--- config.mk ---
export PLATFORM = sky130hd
export DESIGN_NAME = alu_share_arbiter
export DESIGN_NICKNAME = d
export VERILOG_FILES = /design/src/rtl/alu_arb_pkg.sv /design/src/rtl/alu.sv /design/src/rtl/alu_share_arbiter.sv
export SDC_FILE = /design/constraint.sdc
export NUM_CORES = 1
export LEC_CHECK = 0
export BUFFER_PORTS_ARGS = -buffer_cell sky130_fd_sc_hd__buf_4
export CORE_MARGIN = 4
export CORE_UTILIZATION = 40
export DETAILED_ROUTE_END_ITERATION = 6
export REMOVE_ABC_BUFFERS = 1
export SYNTH_ARGS = -nofsm -noshare
export SYNTH_HDL_FRONTEND = slang
export SYNTH_HIERARCHICAL = 1
export SYNTH_SLANG_ARGS = --single-unit
export TNS_END_PERCENT = 30
--- constraint.sdc ---
create_clock -name clock -period 8.8 [get_ports clock]
set_input_delay 0.88 -clock clock [delete_from_list [all_inputs] [get_ports clock]]
set_output_delay 0.88 -clock clock [all_outputs]
set_load 0.02 [all_outputs]
--- src/rtl/alu_arb_pkg.sv ---
// Shared constants for the ALU sharing arbiter: opcodes, requester IDs and FSM encoding.
package alu_arb_pkg;

  localparam logic [4:0] OPC_ADD = 5'b00000;
  localparam logic [4:0] OPC_SUB = 5'b00001;
  localparam logic [4:0] OPC_AND = 5'b00010;
  localparam logic [4:0] OPC_OR  = 5'b00011;
  localparam logic [4:0] OPC_SLL = 5'b00100;
  localparam logic [4:0] OPC_SRA = 5'b00101;

  localparam logic RID_EXEC = 1'b0;
  localparam logic RID_BR   = 1'b1;

  typedef enum logic {
    IDLE = 1'b0,
    HOLD = 1'b1
  } arb_state_e;

endpackage

--- src/rtl/alu.sv ---
// Processor ALU: add/sub/and/or/sll/sra with isNotEqual/isLessThan taken from A-B
// and overflow reported for add and sub only.
module alu
  import alu_arb_pkg::*;
(
  input  logic [31:0] data_operandA,
  input  logic [31:0] data_operandB,
  input  logic [4:0]  ctrl_ALUopcode,
  input  logic [4:0]  ctrl_shiftamt,
  output logic [31:0] data_result,
  output logic        isNotEqual,
  output logic        isLessThan,
  output logic        overflow
);

  logic [31:0] sum_s;
  logic [31:0] diff_s;
  logic        add_ovf_s;
  logic        sub_ovf_s;

  always_comb begin
    sum_s     = data_operandA + data_operandB;
    diff_s    = data_operandA - data_operandB;
    add_ovf_s = (data_operandA[31] == data_operandB[31]) && (sum_s[31] != data_operandA[31]);
    sub_ovf_s = (data_operandA[31] != data_operandB[31]) && (diff_s[31] != data_operandA[31]);
    // Signed less-than: sign of the difference corrected by subtract overflow
    isNotEqual = |diff_s;
    isLessThan = diff_s[31] ^ sub_ovf_s;

    data_result = 32'h0000_0000;
    overflow    = 1'b0;
    case (ctrl_ALUopcode)
      OPC_ADD: begin
        data_result = sum_s;
        overflow    = add_ovf_s;
      end
      OPC_SUB: begin
        data_result = diff_s;
        overflow    = sub_ovf_s;
      end
      OPC_AND: data_result = data_operandA & data_operandB;
      OPC_OR:  data_result = data_operandA | data_operandB;
      OPC_SLL: data_result = data_operandA << ctrl_shiftamt;
      OPC_SRA: data_result = $signed(data_operandA) >>> ctrl_shiftamt;
      default: begin
        data_result = 32'h0000_0000;
        overflow    = 1'b0;
      end
    endcase
  end

endmodule

--- src/rtl/alu_share_arbiter.sv ---
// Shares one ALU between execute (req0) and branch-compare (req1) with a single-entry
// registered response. Define ALU_ARB_FIXED_PRIO_EN to make requester 0 always win contention.
module alu_share_arbiter
  import alu_arb_pkg::*;
#(
  parameter int DW  = 32,
  parameter int OPW = 5
) (
  input  logic           clock,
  input  logic           reset,
  input  logic           req0_valid,
  output logic           req0_ready,
  input  logic [OPW-1:0] req0_opcode,
  input  logic [OPW-1:0] req0_shamt,
  input  logic [DW-1:0]  req0_a,
  input  logic [DW-1:0]  req0_b,
  input  logic           req1_valid,
  output logic           req1_ready,
  input  logic [OPW-1:0] req1_opcode,
  input  logic [OPW-1:0] req1_shamt,
  input  logic [DW-1:0]  req1_a,
  input  logic [DW-1:0]  req1_b,
  output logic           rsp0_valid,
  input  logic           rsp0_ready,
  output logic           rsp1_valid,
  input  logic           rsp1_ready,
  output logic [DW-1:0]  rsp_result,
  output logic           rsp_ne,
  output logic           rsp_lt,
  output logic           rsp_ovf
);

  arb_state_e     state_q, state_d;
  logic           rsp_id_q, rsp_id_d;
  logic [DW-1:0]  result_q;
  logic           ne_q, lt_q, ovf_q;

  logic           consume_s;
  logic           can_accept_s;
  logic           sel_s;
  logic           accept_s;
  logic [DW-1:0]  alu_a_s, alu_b_s, alu_res_s;
  logic [OPW-1:0] alu_op_s, alu_sh_s;
  logic           alu_ne_s, alu_lt_s, alu_ovf_s;

`ifndef ALU_ARB_FIXED_PRIO_EN
  logic           last_grant_q;
`endif

  always_comb begin
    if (state_q == HOLD) begin
      consume_s = (rsp_id_q == RID_BR) ? rsp1_ready : rsp0_ready;
    end else begin
      consume_s = 1'b0;
    end
    // The single output slot frees up in the same cycle its response is taken
    can_accept_s = (state_q == IDLE) | consume_s;

`ifdef ALU_ARB_FIXED_PRIO_EN
    sel_s = req0_valid ? RID_EXEC : RID_BR;
`else
    if (req0_valid && req1_valid) begin
      sel_s = ~last_grant_q;
    end else begin
      sel_s = req0_valid ? RID_EXEC : RID_BR;
    end
`endif

    req0_ready = can_accept_s & req0_valid & (sel_s == RID_EXEC);
    req1_ready = can_accept_s & req1_valid & (sel_s == RID_BR);
    accept_s   = req0_ready | req1_ready;

    alu_a_s  = (sel_s == RID_BR) ? req1_a      : req0_a;
    alu_b_s  = (sel_s == RID_BR) ? req1_b      : req0_b;
    alu_op_s = (sel_s == RID_BR) ? req1_opcode : req0_opcode;
    alu_sh_s = (sel_s == RID_BR) ? req1_shamt  : req0_shamt;
  end

  alu u_alu (
    .data_operandA  (alu_a_s),
    .data_operandB  (alu_b_s),
    .ctrl_ALUopcode (alu_op_s),
    .ctrl_shiftamt  (alu_sh_s),
    .data_result    (alu_res_s),
    .isNotEqual     (alu_ne_s),
    .isLessThan     (alu_lt_s),
    .overflow       (alu_ovf_s)
  );

  always_comb begin
    state_d  = state_q;
    rsp_id_d = rsp_id_q;
    if (accept_s) begin
      state_d  = HOLD;
      rsp_id_d = sel_s;
    end else if (consume_s) begin
      state_d  = IDLE;
    end else begin
      state_d  = state_q;
    end
  end

  always_ff @(posedge clock) begin
    if (reset) begin
      state_q      <= IDLE;
      rsp_id_q     <= RID_EXEC;
      result_q     <= '0;
      ne_q         <= 1'b0;
      lt_q         <= 1'b0;
      ovf_q        <= 1'b0;
`ifndef ALU_ARB_FIXED_PRIO_EN
      last_grant_q <= RID_BR;
`endif
    end else begin
      state_q  <= state_d;
      rsp_id_q <= rsp_id_d;
      if (accept_s) begin
        result_q     <= alu_res_s;
        ne_q         <= alu_ne_s;
        lt_q         <= alu_lt_s;
        ovf_q        <= alu_ovf_s;
`ifndef ALU_ARB_FIXED_PRIO_EN
        last_grant_q <= sel_s;
`endif
      end
    end
  end

  always_comb begin
    rsp0_valid = (state_q == HOLD) & (rsp_id_q == RID_EXEC);
    rsp1_valid = (state_q == HOLD) & (rsp_id_q == RID_BR);
    rsp_result = result_q;
    rsp_ne     = ne_q;
    rsp_lt     = lt_q;
    rsp_ovf    = ovf_q;
  end

endmodule

## Word level (Yosys, flattened, before mapping)

Cells that the tools add are included.

- Register bits after elaboration: 38
- Latch bits: 0
- Memory bits (writable): 0
- Memory bits (read-only): 0
- Input bits: 154
- Output and inout port bits: 39
- Logic and storage cells: 53
- Memories kept: 0

- $add $sub $neg: 2
- Multiply operators: 0
- Div/mod/pow operators: 0
- Magnitude comparators: 0
- Equal/unequal tests: 9
- Shift-type cells: 2
- Muxes and demuxes: 12
- Bitwise gates (word level): 15
- Reductions and logical operators: 6

Operators with widths:

| cell | number |
|---|---|
| case mux 32 bit (6 select lines) | 1 |
| 2-to-1 mux 32 bit | 2 |
| adder 32 bit | 1 |
| bitwise AND 32 bit | 1 |
| OR 32 bit | 1 |
| OR reduction 32 bit | 1 |
| left shift 32 x 5 -> 32 bit | 1 |
| >>> shifter 32 x 5 -> 32 bit | 1 |
| subtractor 32 bit | 1 |
| equality test 5 x 2 -> 1 bit (second input constant) | 2 |
| equality test 5 x 3 -> 1 bit (second input constant) | 2 |
| 2-to-1 mux 5 bit | 2 |
| bitwise AND 1 bit | 6 |
| 2-to-1 mux 1 bit | 6 |
| equality test 5 x 1 -> 1 bit (second input constant) | 1 |
| logical NOT 5 bit | 1 |
| inverter 1 bit | 4 |
| logical AND 1 bit | 3 |
| != test 1 bit | 3 |
| OR 1 bit | 2 |
| case mux 1 bit (2 select lines) | 1 |
| nonzero test 2 bit | 1 |
| equality test 1 bit | 1 |
| bitwise XOR 1 bit | 1 |

## Logic depth before layout (Yosys ltp)

Gate-level depths: netlist (run 1).

- Depth in word-level cells: 7
- Depth in mapped cells: 30
- Gate-level depth less buffers: 27

## Hierarchy

Netlist (run 1), hierarchy kept.

By module, submodules not included:

| module | instances | cells an instance | area an instance (µm²) | sequential area each (µm²) |
|---|---|---|---|---|
| alu | 1 | 1293 | 8538.2 | 0.0 |
| alu_share_arbiter | 1 | 189 | 2250.9 | 760.7 |

## Least setup slack after synthesis (run 1)

Ideal clock, no wire load.

- Path type: input port to flip-flop
- Start: in req1_valid
- End: reg ne_q, in the netlist rsp_ne
- Setup time: 117 ps
- Arrival time: 6322 ps
- Data required time: 8683 ps
- Slack: 2361 ps
- Cell stages on the path: 30
- Path buffers: 3
- Cells stage by stage: inv_1 > o21ai_2 > buf_2 > buf_4 > mux2_2 > inv_1 > ha_1 > buf_2 > nor4_1 > o21ai_1 > o31ai_1 > nor3_1 > o2111ai_1 > nand3_1 > o31ai_1 > a21oi_1 > nor2_1 > nor2_1 > fa_1 > nand3b_1 > a221oi_1 > nand3_1 > a311oi_1 > o2111ai_1 > nor4_1 > nand4_1 > nor3_1 > nand4_1 > or4_1 > a22o_2

- Longest elaborated chain between the ends: 5
- Elaborated cells on any way between the ends: 11
- Classes of those cells: 1 x add/sub; 3 x mux; 5 x bitwise; 2 x reduce/logical

RTL lines:

| item | RTL line | source |
|---|---|---|
| start: declaration | alu_share_arbiter.sv:17 | `input logic req1_valid,` |
| logical AND 1 bit | alu_share_arbiter.sv:62 | `if (req0_valid && req1_valid) begin` |
| 2-to-1 mux 1 bit | alu_share_arbiter.sv:62 |  |
| 2-to-1 mux 32 bit | alu_share_arbiter.sv:74 | `alu_b_s = (sel_s == RID_BR) ? req1_b : req0_b;` |
| net alu_b_s[12] | alu_share_arbiter.sv:42 | `logic [DW-1:0] alu_a_s, alu_b_s, alu_res_s;` |
| subtractor 32 bit | alu.sv:23 | `diff_s = data_operandA - data_operandB;` |
| OR reduction 32 bit | alu.sv:27 | `isNotEqual = \|diff_s;` |
| net alu_ne_s | alu_share_arbiter.sv:44 | `logic alu_ne_s, alu_lt_s, alu_ovf_s;` |
| end signal: assignment | alu_share_arbiter.sv:119 | `ne_q <= alu_ne_s;` |
| end: declaration | alu_share_arbiter.sv:36 | `logic ne_q, lt_q, ovf_q;` |

The timed path passes the listed nets, and every way through them passes these cells.
A chain may end at the register's enable or synchronous reset.

## Worst setup path after layout (run 1)

- Start: in req1_valid
- End: reg ne_q, in the netlist rsp_ne

- Longest elaborated chain between the ends: 5
- Elaborated cells on any way between the ends: 11
- Classes of those cells: 1 x add/sub; 3 x mux; 5 x bitwise; 2 x reduce/logical

RTL lines:

| item | RTL line | source |
|---|---|---|
| logical AND 1 bit | alu_share_arbiter.sv:62 |  |
| 2-to-1 mux 1 bit | alu_share_arbiter.sv:62 |  |
| 2-to-1 mux 32 bit | alu_share_arbiter.sv:73 | `alu_a_s = (sel_s == RID_BR) ? req1_a : req0_a;` |
| net alu_a_s[11] | alu_share_arbiter.sv:42 |  |
| subtractor 32 bit | alu.sv:23 |  |
| OR reduction 32 bit | alu.sv:27 |  |
| net alu_ne_s | alu_share_arbiter.sv:44 |  |

The timed path passes the listed nets, and every way through them passes these cells.

==> flow_summary_export.csv, run 1 <==
group,metric,value,unit
outcome,status,"finished, violations left",
outcome,failed_checks,"design-rule violations",
placement,gp_congestion,1.008,
drt,routed_via_density,6.303,
sta,fin_worst_skew,9.688,ps
run,maxCapViolCount,0,
sta,max_freq,133.4,MHz
critical_path,required,9010,ps
sta,period_needed,7499,ps
cts,numCtsBuffers,5,
cts,cts_buffer_depth,2,
synth,syn_area,10790,um2
synth,synthFlopType,"dfxtp_1",
final_layout,areaGrowthSynthToFinish,15.69,%
cts,cts_tree,"done",
synth,synth_edf_count,0,
floorplanning,num_rows,59,
drt,wl_per_cell,26.52,um
cts,cts_setup_buffers,0,
synth,synth_cell_types,98,
synth,ys_ff_latch,38,
pwr,power,1.748,mW
critical_path,endpoint,"rsp_ne",
critical_path,critPathMaxStageDelay,620,ps
drt,antenna_left,0,
grt,antenna_found_initial,0,
grt,grt_max_degree,70,
grt,grt_pass1_vias,11409,
synth,postSynth.asyncResetShare,0,%
critical_path,path_class,"input port to flop",
floorplanning,design.core.area,26280,um2
drt,drt_first_pass_iters,7,
synth,seq_area_frac_synth,7.051,%
sta,rsz0062_at_grt,"false",
floorplanning,fp.dieW,172.2,um
drt,drtIter0Drc,1525,
synth,yosysWarnings,6,
sta,slew_headroom,25.07,%
drt,drt_wl_total,51230,um
floorplanning,die_h,172.2,um
floorplanning,ios,193,
cts,cts_resized,0,
critical_path,end_kind,"flop",
cts,holdBufCountCts,0,
final_layout,nets,1857,
cts,numClockSinks,38,
placement,dp_hpwl,41410,um
synth,synthCells,1482,
cts,h-tree-depth,2,
worst_hold_path,hold_class,"flop to flop",
drt,num_vias,12177,
critical_path,r2r_end,"rsp_ne",
pwr,power.density_cell_area,140.1,nW/um2
pwr,ir_drop,0.08865,mV
synth,avgSynthCellArea,7.280,um2
grt,overflow,0,
pwr,p_leak,5.608,nW
critical_path,cp_max_fo,31,
sta,setup_viol,0,
cts,root_buffer,"clkbuf_16",
final_layout,antenna_cells,0,
sta,hold_viol,0,
critical_path,r2r_cells,27,
cts,path_clk_slew,80,ps
critical_path,crit_arrival,7710,ps
sta,period_share,85.21,%
sta,whs,479.8,ps
grt,grt_pass1_wl,74180,um
critical_path,reg2reg_slack,1630,ps
final_layout,final_layout_size_suffix_gt1_share,24.11,%
sta,worstMarginPinSlew,1096,ps
critical_path,slowest_stage,"nor4_1",
placement,portBuffers,192,
sta,fin_tns_setup,0,ps
grt,grtUsageTotal,33.37,%
floorplanning,die_area,29660,um2
sta,report.final.slew_viol_count,0,
critical_path,start_kind,"input port",
floorplanning,initial_core_util,41.05,%
critical_path,timing.critical_path.from,"req1_valid",
cts,clock_latency,320,ps
drt,drc_errors,2,
critical_path,r2r_start,"last_grant_q",
[area by class of cell]
class | instances | area, um2
Inverter | 106 | 397.9
Clock inverter | 2 | 12.51
Tap cell | 335 | 419.2
Clock buffer | 6 | 138.9
Fill cell | 2780 | 13800
Timing Repair Buffer | 216 | 1634
Multi-Input combinational cell | 1229 | 9119
Sequential cell | 38 | 760.7
[kinds of logic after synthesis]
family / Yosys count / share of synthesized area [%]
buf+inv: 215 / 8.686
flops: 38 / 7.051
compound gates: 488 / 30.36
fa+ha+maj: 107 / 12.62
simple gates: 397 / 17.42
xor+xnor: 42 / 3.409
mux: 195 / 20.46
[worst min-delay path by stage]
| stage | startpoint | endpoint | slack, ps | cells past startpoint |
|---|---|---|---|---|
| after floorplan | state_q | state_q | 540 | 2 |
| after global placement | rsp_result[6] | rsp_result[6] | 460 | 1 |
| after detailed placement | rsp_result[9] | rsp_result[9] | 460 | 1 |
| after CTS | rsp_result[9] | rsp_result[9] | 490 | 1 |
| after global routing | rsp_ovf | rsp_ovf | 490 | 1 |
| final | rsp_result[26] | rsp_result[26] | 480 | 1 |
[flip-flops by register name (all words and copies together), names as in the netlist]
register,cells
rsp_ne,1
state_q,1
rsp_ovf,1
rsp_id_q,1
rsp_lt,1
rsp_result,32
last_grant_q,1
[metrics by stage]
step                      util (%)  area (um2)  setup WS (ps)  cells
after floorplan                  -       10250          698.6   1373
after global routing         47.50       12480          663.6   1932
after CTS                    47.50       12480           1435   1932
final                        47.50       12480           1301   1932
after global placement       46.92       12330           1230   1924
after detailed placement     46.92       12330           1132   1924
[worst max-delay path: cells and delay by family]
| family | cells | cell delay (ps) |
|---|---|---|
| buffers and inverters | 4 | 490 |
| adders and majority gates | 2 | 960 |
| AOI/OAI and AO/OA | 10 | 2050 |
| and+or+nand+nor | 12 | 2830 |
| muxes | 1 | 450 |
[power breakdown]
part	total [mW]	switching (mW)	leakage, nW	internal [mW]
registers	0.191	0.00793	0.309	0.183
clock network	0.216	0.103	0.0729	0.113
logic	1.34	0.858	5.23	0.483
[Yosys cell counts, types with 7 or more instances]
| master | instances | share of area, % |
|---|---|---|
| nor2_1 | 148 | 5.1 |
| o21ai_0 | 140 | 6.5 |
| a21oi_1 | 113 | 5.2 |
| ha_1 | 104 | 12 |
| inv_1 | 101 | 3.5 |
| mux2i_1 | 101 | 9.4 |
| nand2_1 | 99 | 3.4 |
| mux2_2 | 81 | 8.5 |
| clkbuf_1 | 65 | 2.3 |
| dfxtp_1 | 38 | 7.1 |
| xnor2_1 | 36 | 2.9 |
| a22o_2 | 35 | 3.2 |
| nor3_1 | 29 | 1.3 |
| nand2b_1 | 24 | 1.4 |
| nand3_1 | 19 | 0.88 |
| a211oi_1 | 16 | 1.1 |
| buf_1 | 16 | 0.56 |
| o211ai_1 | 15 | 1.0 |
| a21o_1 | 12 | 0.84 |
| a221oi_1 | 12 | 0.97 |
| mux4_2 | 12 | 2.5 |
| o21bai_1 | 12 | 0.84 |
| o31ai_1 | 12 | 0.84 |
| a31oi_1 | 11 | 0.64 |
| buf_2 | 11 | 0.51 |
| nor2b_1 | 11 | 0.64 |
| nor4_1 | 11 | 0.64 |
| o221ai_1 | 11 | 0.89 |
| o21a_1 | 10 | 0.70 |
| o22ai_1 | 10 | 0.58 |
| or3_1 | 10 | 0.58 |
| buf_6 | 9 | 0.94 |
| a222oi_1 | 8 | 0.74 |
| nand4_1 | 8 | 0.46 |
| and3_1 | 7 | 0.41 |
[layer usage]
metal  track usage, %  wire length [um]  up-vias
li1                 -                 -     5656
met1            49.01             23170     5839
met2            50.74             22310      590
met3            5.190              4184       92
met4            8.817              1568        0
met5                0                 0        -
[placed cells by master (no fill, tap or decap), types with 12 or more instances in the layout]
cell,instances
inv_1,101
a21oi_1,113
a211oi_1,16
dfxtp_1,38
o21ai_0,140
a221oi_1,12
o31ai_1,12
buf_4,215
nand3_1,19
nand2b_1,24
nor2_1,148
nand2_1,99
nor3_1,28
xnor2_1,36
mux2i_1,101
o211ai_1,15
o21bai_1,12
a21o_1,12
a22o_2,35
mux4_2,12
mux2_2,81
ha_1,104
No activity file was read; power rests on OpenSTA's default activity.
==> inputs of run 2 (changes only) <==
- CTS_BUF_LIST: default -> sky130_fd_sc_hd__clkbuf_8
==> run 2 against run 1 <==
Compared with the run above:
- the run now ends clean
- worst setup slack better by 47 ps
- sequential share of layout area barely moved
- total power down 3.2%
- highest routed layer unchanged
- first-iteration DRC count shrank 0.26%
- design area down 0.43%
==> flow_summary_export.csv, run 2 (synthesis gave the netlist of run 1 again) <==
group,metric,value,unit
sta,fin_ws,1349,ps
final_layout,layout_commonest_cell,"buf_4",
grt,overflow,0,
sta,worstMarginPinSlew,1076,ps
critical_path,path_buf_inv,4,
pwr,pwr-share-clk,9.5,%
sta,setup_viol,0,
pwr,pwr-share-comb,79.2,%
outcome,status,"finished clean",
grt,grt_pass1_wl,74200,um
drt,wl_per_cell,26.52,um
critical_path,r2r_cells,27,
drt,drc_errors,0,
placement,place_area,12330,um2
sta,report.final.slew_viol_count,0,
cts,numCtsBuffers,5,
critical_path,start_kind,"input port",
placement,gp_congestion,1.008,
cts,cts_resized,0,
floorplanning,initial_core_util,41.05,%
drt,drt_wl_total,51270,um
pwr,ir_drop,0.08095,mV
sta,fin_tns_setup,0,ps
drt,drtIter0Drc,1521,
placement,portBuffers,192,
drt,antenna_left,0,
floorplanning,fp.dieW,172.2,um
final_layout,areaGrowthSynthToFinish,15.19,%
run,maxCapViolCount,0,
cts,cts_tree,"done",
sta,period_needed,7451,ps
pwr,p_int,0.7299,mW
floorplanning,design.core.area,26280,um2
pwr,p_sw_share,56.88,%
critical_path,critPathMaxStageDelay,630,ps
final_layout,nets,1857,
sta,period_share,84.67,%
cts,clock_latency,360,ps
final_layout,fin_cells,1933,
critical_path,slowest_stage,"nor4_1",
critical_path,cp_max_fo,31,
floorplanning,num_rows,59,
cts,path_clk_slew,110,ps
pwr,power,1.693,mW
final_layout,utilization,47.29,%
sta,slew_headroom,26.42,%
floorplanning,die_h,172.2,um
drt,num_vias,12279,
cts,h-tree-depth,2,
grt,grt_max_degree,70,
critical_path,path_class,"input port to flop",
placement,pre_cts_ws,1132,ps
cts,numClockSinks,38,
critical_path,crit_arrival,7710,ps
final_layout,postLayoutCellArea,12430,um2
critical_path,end_kind,"flop",
drt,routed_via_density,6.352,
pwr,power.density_cell_area,136.2,nW/um2
sta,rsz0062_at_grt,"false",
critical_path,required,9060,ps
grt,antenna_found_initial,1,
floorplanning,die_area,29660,um2
drt,drt_first_pass_iters,6,
grt,grtUsageTotal,33.38,%
sta,max_freq,134.2,MHz
final_layout,largest_reg_flops,32,
sta,hold_viol,0,
final_layout,final_cell_mix,"buf_4, nor2_1, o21ai_0, a21oi_1, ha_1",
cts,root_buffer,"clkbuf_8",
placement,dp_hpwl,41410,um
critical_path,cp_top_family,"simple AND/OR/NAND/NOR gates",
cts,cts_setup_buffers,0,
pwr,p_leak,5.582,nW
pwr,p_switching,0.9628,mW
floorplanning,ios,193,
sta,fin_worst_skew,12.57,ps
cts,cts_buffer_depth,2,
cts,holdBufCountCts,0,
final_layout,final_layout_size_suffix_gt1_share,24.11,%
placement,post-place-cells,1924,
sta,whs,486.6,ps
worst_hold_path,hold_class,"flop to flop",
pwr,power.share.sequential,11.3,%
worst_hold_path,whs_path_depth,1,
grt,grt_pass1_vias,11413,
critical_path,critical_path_depth,29,
==> run 2: area by class of cell <==
| class | count | area [um2] |
|---|---|---|
| diodes | 1 | 2.502 |
| clock buffers | 6 | 82.58 |
| clock inverters | 2 | 12.51 |
| fillers | 2788 | 13850 |
| inverters | 106 | 397.9 |
| multi-input cells | 1229 | 9119 |
| flip-flops and latches | 38 | 760.7 |
| well taps | 335 | 419.2 |
| repair buffers | 216 | 1634 |
==> run 2: path summary, 6_finish.rpt <==
kind | from | to | slack [ps]
setup reg to reg | last_grant_q | rsp_ne | 1630
hold / removal | rsp_result[26] | rsp_result[26] | 490
setup / recovery | req1_valid | rsp_ne | 1350
hold reg to reg | rsp_result[26] | rsp_result[26] | 490
==> run 2: power groups by stage <==
| stage | sequential [mW] | combinational [mW] | clock [mW] |
|---|---|---|---|
| 2_1_floorplan | 0.205 | 0.831 | 0 |
| 3_3_place_gp | 0.194 | 1.31 | 0 |
| 3_5_place_dp | 0.194 | 1.30 | 0 |
| 4_1_cts | 0.191 | 1.31 | 0.166 |
| 5_1_grt | 0.192 | 1.43 | 0.168 |
| 6_report | 0.191 | 1.34 | 0.161 |
==> run 2: routing by layer <==
layer / wire, um / track usage [%] / up-vias / part of all wire [%]
li1: - / - / 5648 / -
met1: 23430 / 49.11 / 5897 / 46
met2: 22170 / 50.54 / 645 / 43
met3: 4066 / 4.938 / 89 / 7.9
met4: 1606 / 9.398 / 0 / 3.1
met5: 0 / 0 / - / 0
==> run 2: worst reg2reg max path, stage by stage (launching register included) <==
cell and delay [ps]:
dfxtp_1 390, o21ai_4 230, buf_12 220, mux2_2 480, inv_1 80, ha_1 410
nor4_1 630, o21ai_1 190, o31ai_1 180, nor3_1 140, o2111ai_1 140, nand3_1 240
o31ai_1 360, a21oi_1 110, nor2_1 100, nor2_1 70, fa_1 550, nand3b_1 100
a221oi_1 210, nand3_1 230, a311oi_1 260, o2111ai_1 140, nor4_1 330, nand4_1 140
nor3_1 230, nand4_1 130, or4_1 530, a22o_2 250
==> inputs of run 3 (changes only) <==
- ABC_AREA: default -> 1
- clock period: 8.8 -> 6.75 ns (I/O delays scaled with it)
==> run 3 against run 2 <==
Compared with the run above:
- combinational power is 31% higher
- hold slack better by 21 ps
- routed wire length rose by 19%
- non-clock buffer count did not move
- via count increased by 28%
- clock power is 8% higher
- cell count grew 46%
- register-to-register slack better by 260 ps
- area after synthesis rose by 10%
- die area rose by 9.9%
- critical endpoint unchanged
==> flow_summary_export.csv, run 3 <==
group,metric,value,unit
synth,yosysTopAreaCell,"nand2_1",
cts,cts_setup_buffers,0,
floorplanning,num_rows,62,
grt,grt_pass1_vias,14447,
drt,drt_wl_total,60760,um
critical_path,crit_top_cell,"nor2_1",
floorplanning,die_area,32610,um2
critical_path,cp_max_fo,49,
cts,clock_latency,300,ps
final_layout,final_cell_mix,"nand2_1, inv_1, nand3_1, buf_4, nor2_1",
final_layout,antenna_cells,0,
grt,grt_max_degree,59,
synth,synthFlopType,"dfxtp_1",
sta,fin_tns_setup,0,ps
drt,drc_errors,0,
drt,drtIter0Drc,1858,
critical_path,slowest_stage,"fa_1",
floorplanning,die_h,180.6,um
cts,numCtsBuffers,5,
synth,synth_cell_types,52,
final_layout,areaGrowthSynthToFinish,12.91,%
sta,period_share,74.09,%
drt,antenna_left,0,
placement,gp_congestion,1.075,
sta,fin_ws,1749,ps
critical_path,path_class,"input port to flop",
synth,synthCells,2326,
synth,seq_area_frac_synth,6.385,%
drt,num_vias,15757,
synth,synth.top_cell.area_share,26.40,%
floorplanning,design.core.area,29010,um2
sta,setup_viol,0,
grt,overflow,0,
drt,routed_via_density,5.601,
critical_path,required,6950,ps
sta,rsz0062_at_grt,"false",
final_layout,utilization,46.37,%
critical_path,end_kind,"flop",
drt,wl_per_cell,21.60,um
floorplanning,ios,193,
run,maxCapViolCount,0,
grt,grtUsageTotal,35.18,%
synth,ys_ff_latch,38,
sta,hold_viol,0,
synth,postSynth.asyncResetShare,0,%
cts,path_clk_slew,80,ps
cts,cts_resized,0,
critical_path,critPathMaxStageDelay,620,ps
pwr,power,2.189,mW
cts,h-tree-depth,2,
sta,slew_headroom,34.53,%
placement,dp_hpwl,50880,um
sta,fin_worst_skew,6.421,ps
final_layout,largest_reg_flops,32,
sta,period_needed,5001,ps
placement,pre_cts_ws,1551,ps
critical_path,crit_arrival,5200,ps
sta,worstMarginPinSlew,979.3,ps
pwr,ir_drop,0.09381,mV
synth,avgSynthCellArea,5.123,um2
final_layout,nets,2689,
outcome,status,"finished clean",
cts,root_buffer,"clkbuf_8",
synth,synth_commonest_cells,"nand2_1, inv_1, nand3_1",
synth,synth_area_leaders,"nand2_1, ha_1, nand3_1, inv_1, nor2_1",
placement,portBuffers,192,
pwr,power.density_cell_area,162.7,nW/um2
synth,syn_area,11920,um2
drt,drt_first_pass_iters,6,
worst_hold_path,hold_class,"flop to flop",
cts,cts_tree,"done",
synth,synth_most_common_cell,"nand2_1",
synth,yosysWarnings,6,
grt,antenna_found_initial,0,
synth,synth_edf_count,0,
final_layout,layout_commonest_cell,"nand2_1",
floorplanning,initial_core_util,41.07,%
grt,grt_pass1_wl,89030,um
pwr,p_leak,7.271,nW
cts,holdBufCountCts,0,
sta,report.final.slew_viol_count,0,
cts,numClockSinks,38,
final_layout,final_layout_size_suffix_gt1_share,11.24,%
floorplanning,fp.dieW,180.6,um
sta,max_freq,200.0,MHz
cts,cts_buffer_depth,2,
critical_path,start_kind,"input port",
==> run 3: changes by cell type after synthesis, moves of 35 or more <==
cell	previous run	this run
a22o_2	35	0
buf_2	11	55
inv_1	101	269
mux2_2	81	0
mux2i_1	101	12
nand2_1	99	838
nand3_1	19	221
nor2_1	148	215
o21ai_1	3	73
xnor2_1	36	1
==> run 3: per-stage QoR <==
stage | cell area (um2) | cells | hold slack (ps)
floorplan | 11250 | 2205 | 471.1
global placement | 13360 | 2805 | 489.1
detailed placement | 13360 | 2805 | 495.1
CTS | 13450 | 2813 | 508.2
global route | 13450 | 2813 | 521.0
finish | 13450 | 2813 | 507.8
==> run 3: report_power, final <==
group | leakage, nW | internal (mW) | switching, mW
combinational | 6.91 | 0.525 | 1.23
clock | 0.0472 | 0.0822 | 0.0913
sequential | 0.313 | 0.249 | 0.0144
==> run 3: final timing paths <==
check | start | end | slack (ps) | cells past startpoint
setup / recovery | req1_valid | rsp_ne | 1750 | 29
hold / removal | rsp_id_q | rsp_id_q | 510 | 2
setup reg to reg | last_grant_q | rsp_ne | 1890 | 27
hold reg to reg | rsp_id_q | rsp_id_q | 510 | 2
==> run 3: layout make-up <==
type / instances / area [um2]
inverters: 287 / 1077
well taps: 384 / 480.5
flip-flops and latches: 38 / 760.7
clock buffers: 6 / 82.58
clock inverters: 2 / 12.51
repair buffers: 216 / 1622
multi-input cells: 1880 / 9418
fillers: 3347 / 15560
==> run 3: metal layers <==
metal | track usage [%] | part of all wire [%]
met1 | 46.06 | 41
met3 | 5.268 | 8.8
met4 | 17.73 | 6.4
met5 | 0 | 0
met2 | 56.29 | 44
==> run 3: critical path, delay by kind of cell <==
| kind | cells | cell delay [ps] |
|---|---|---|
| and+or+nand+nor | 21 | 2390 |
| adders and majority gates | 2 | 1080 |
| buffers and inverters | 5 | 870 |
| AOI/OAI and AO/OA | 1 | 110 |
==> run 3: logic make-up (layout without fill, tap and decap cells) <==
kind of cell / Yosys count / after routing / share of synthesized area [%]
buffers and inverters: 408 / 511 / 14.60
AO/OA/AOI/OAI: 397 / 397 / 19.16
AND/OR/NAND/NOR: 1358 / 1358 / 46.98
adder cells (fa/ha/maj): 107 / 107 / 11.43
flip-flops: 38 / 38 / 6.385
XOR/XNOR: 6 / 6 / 0.4410
multiplexers: 12 / 12 / 1.008
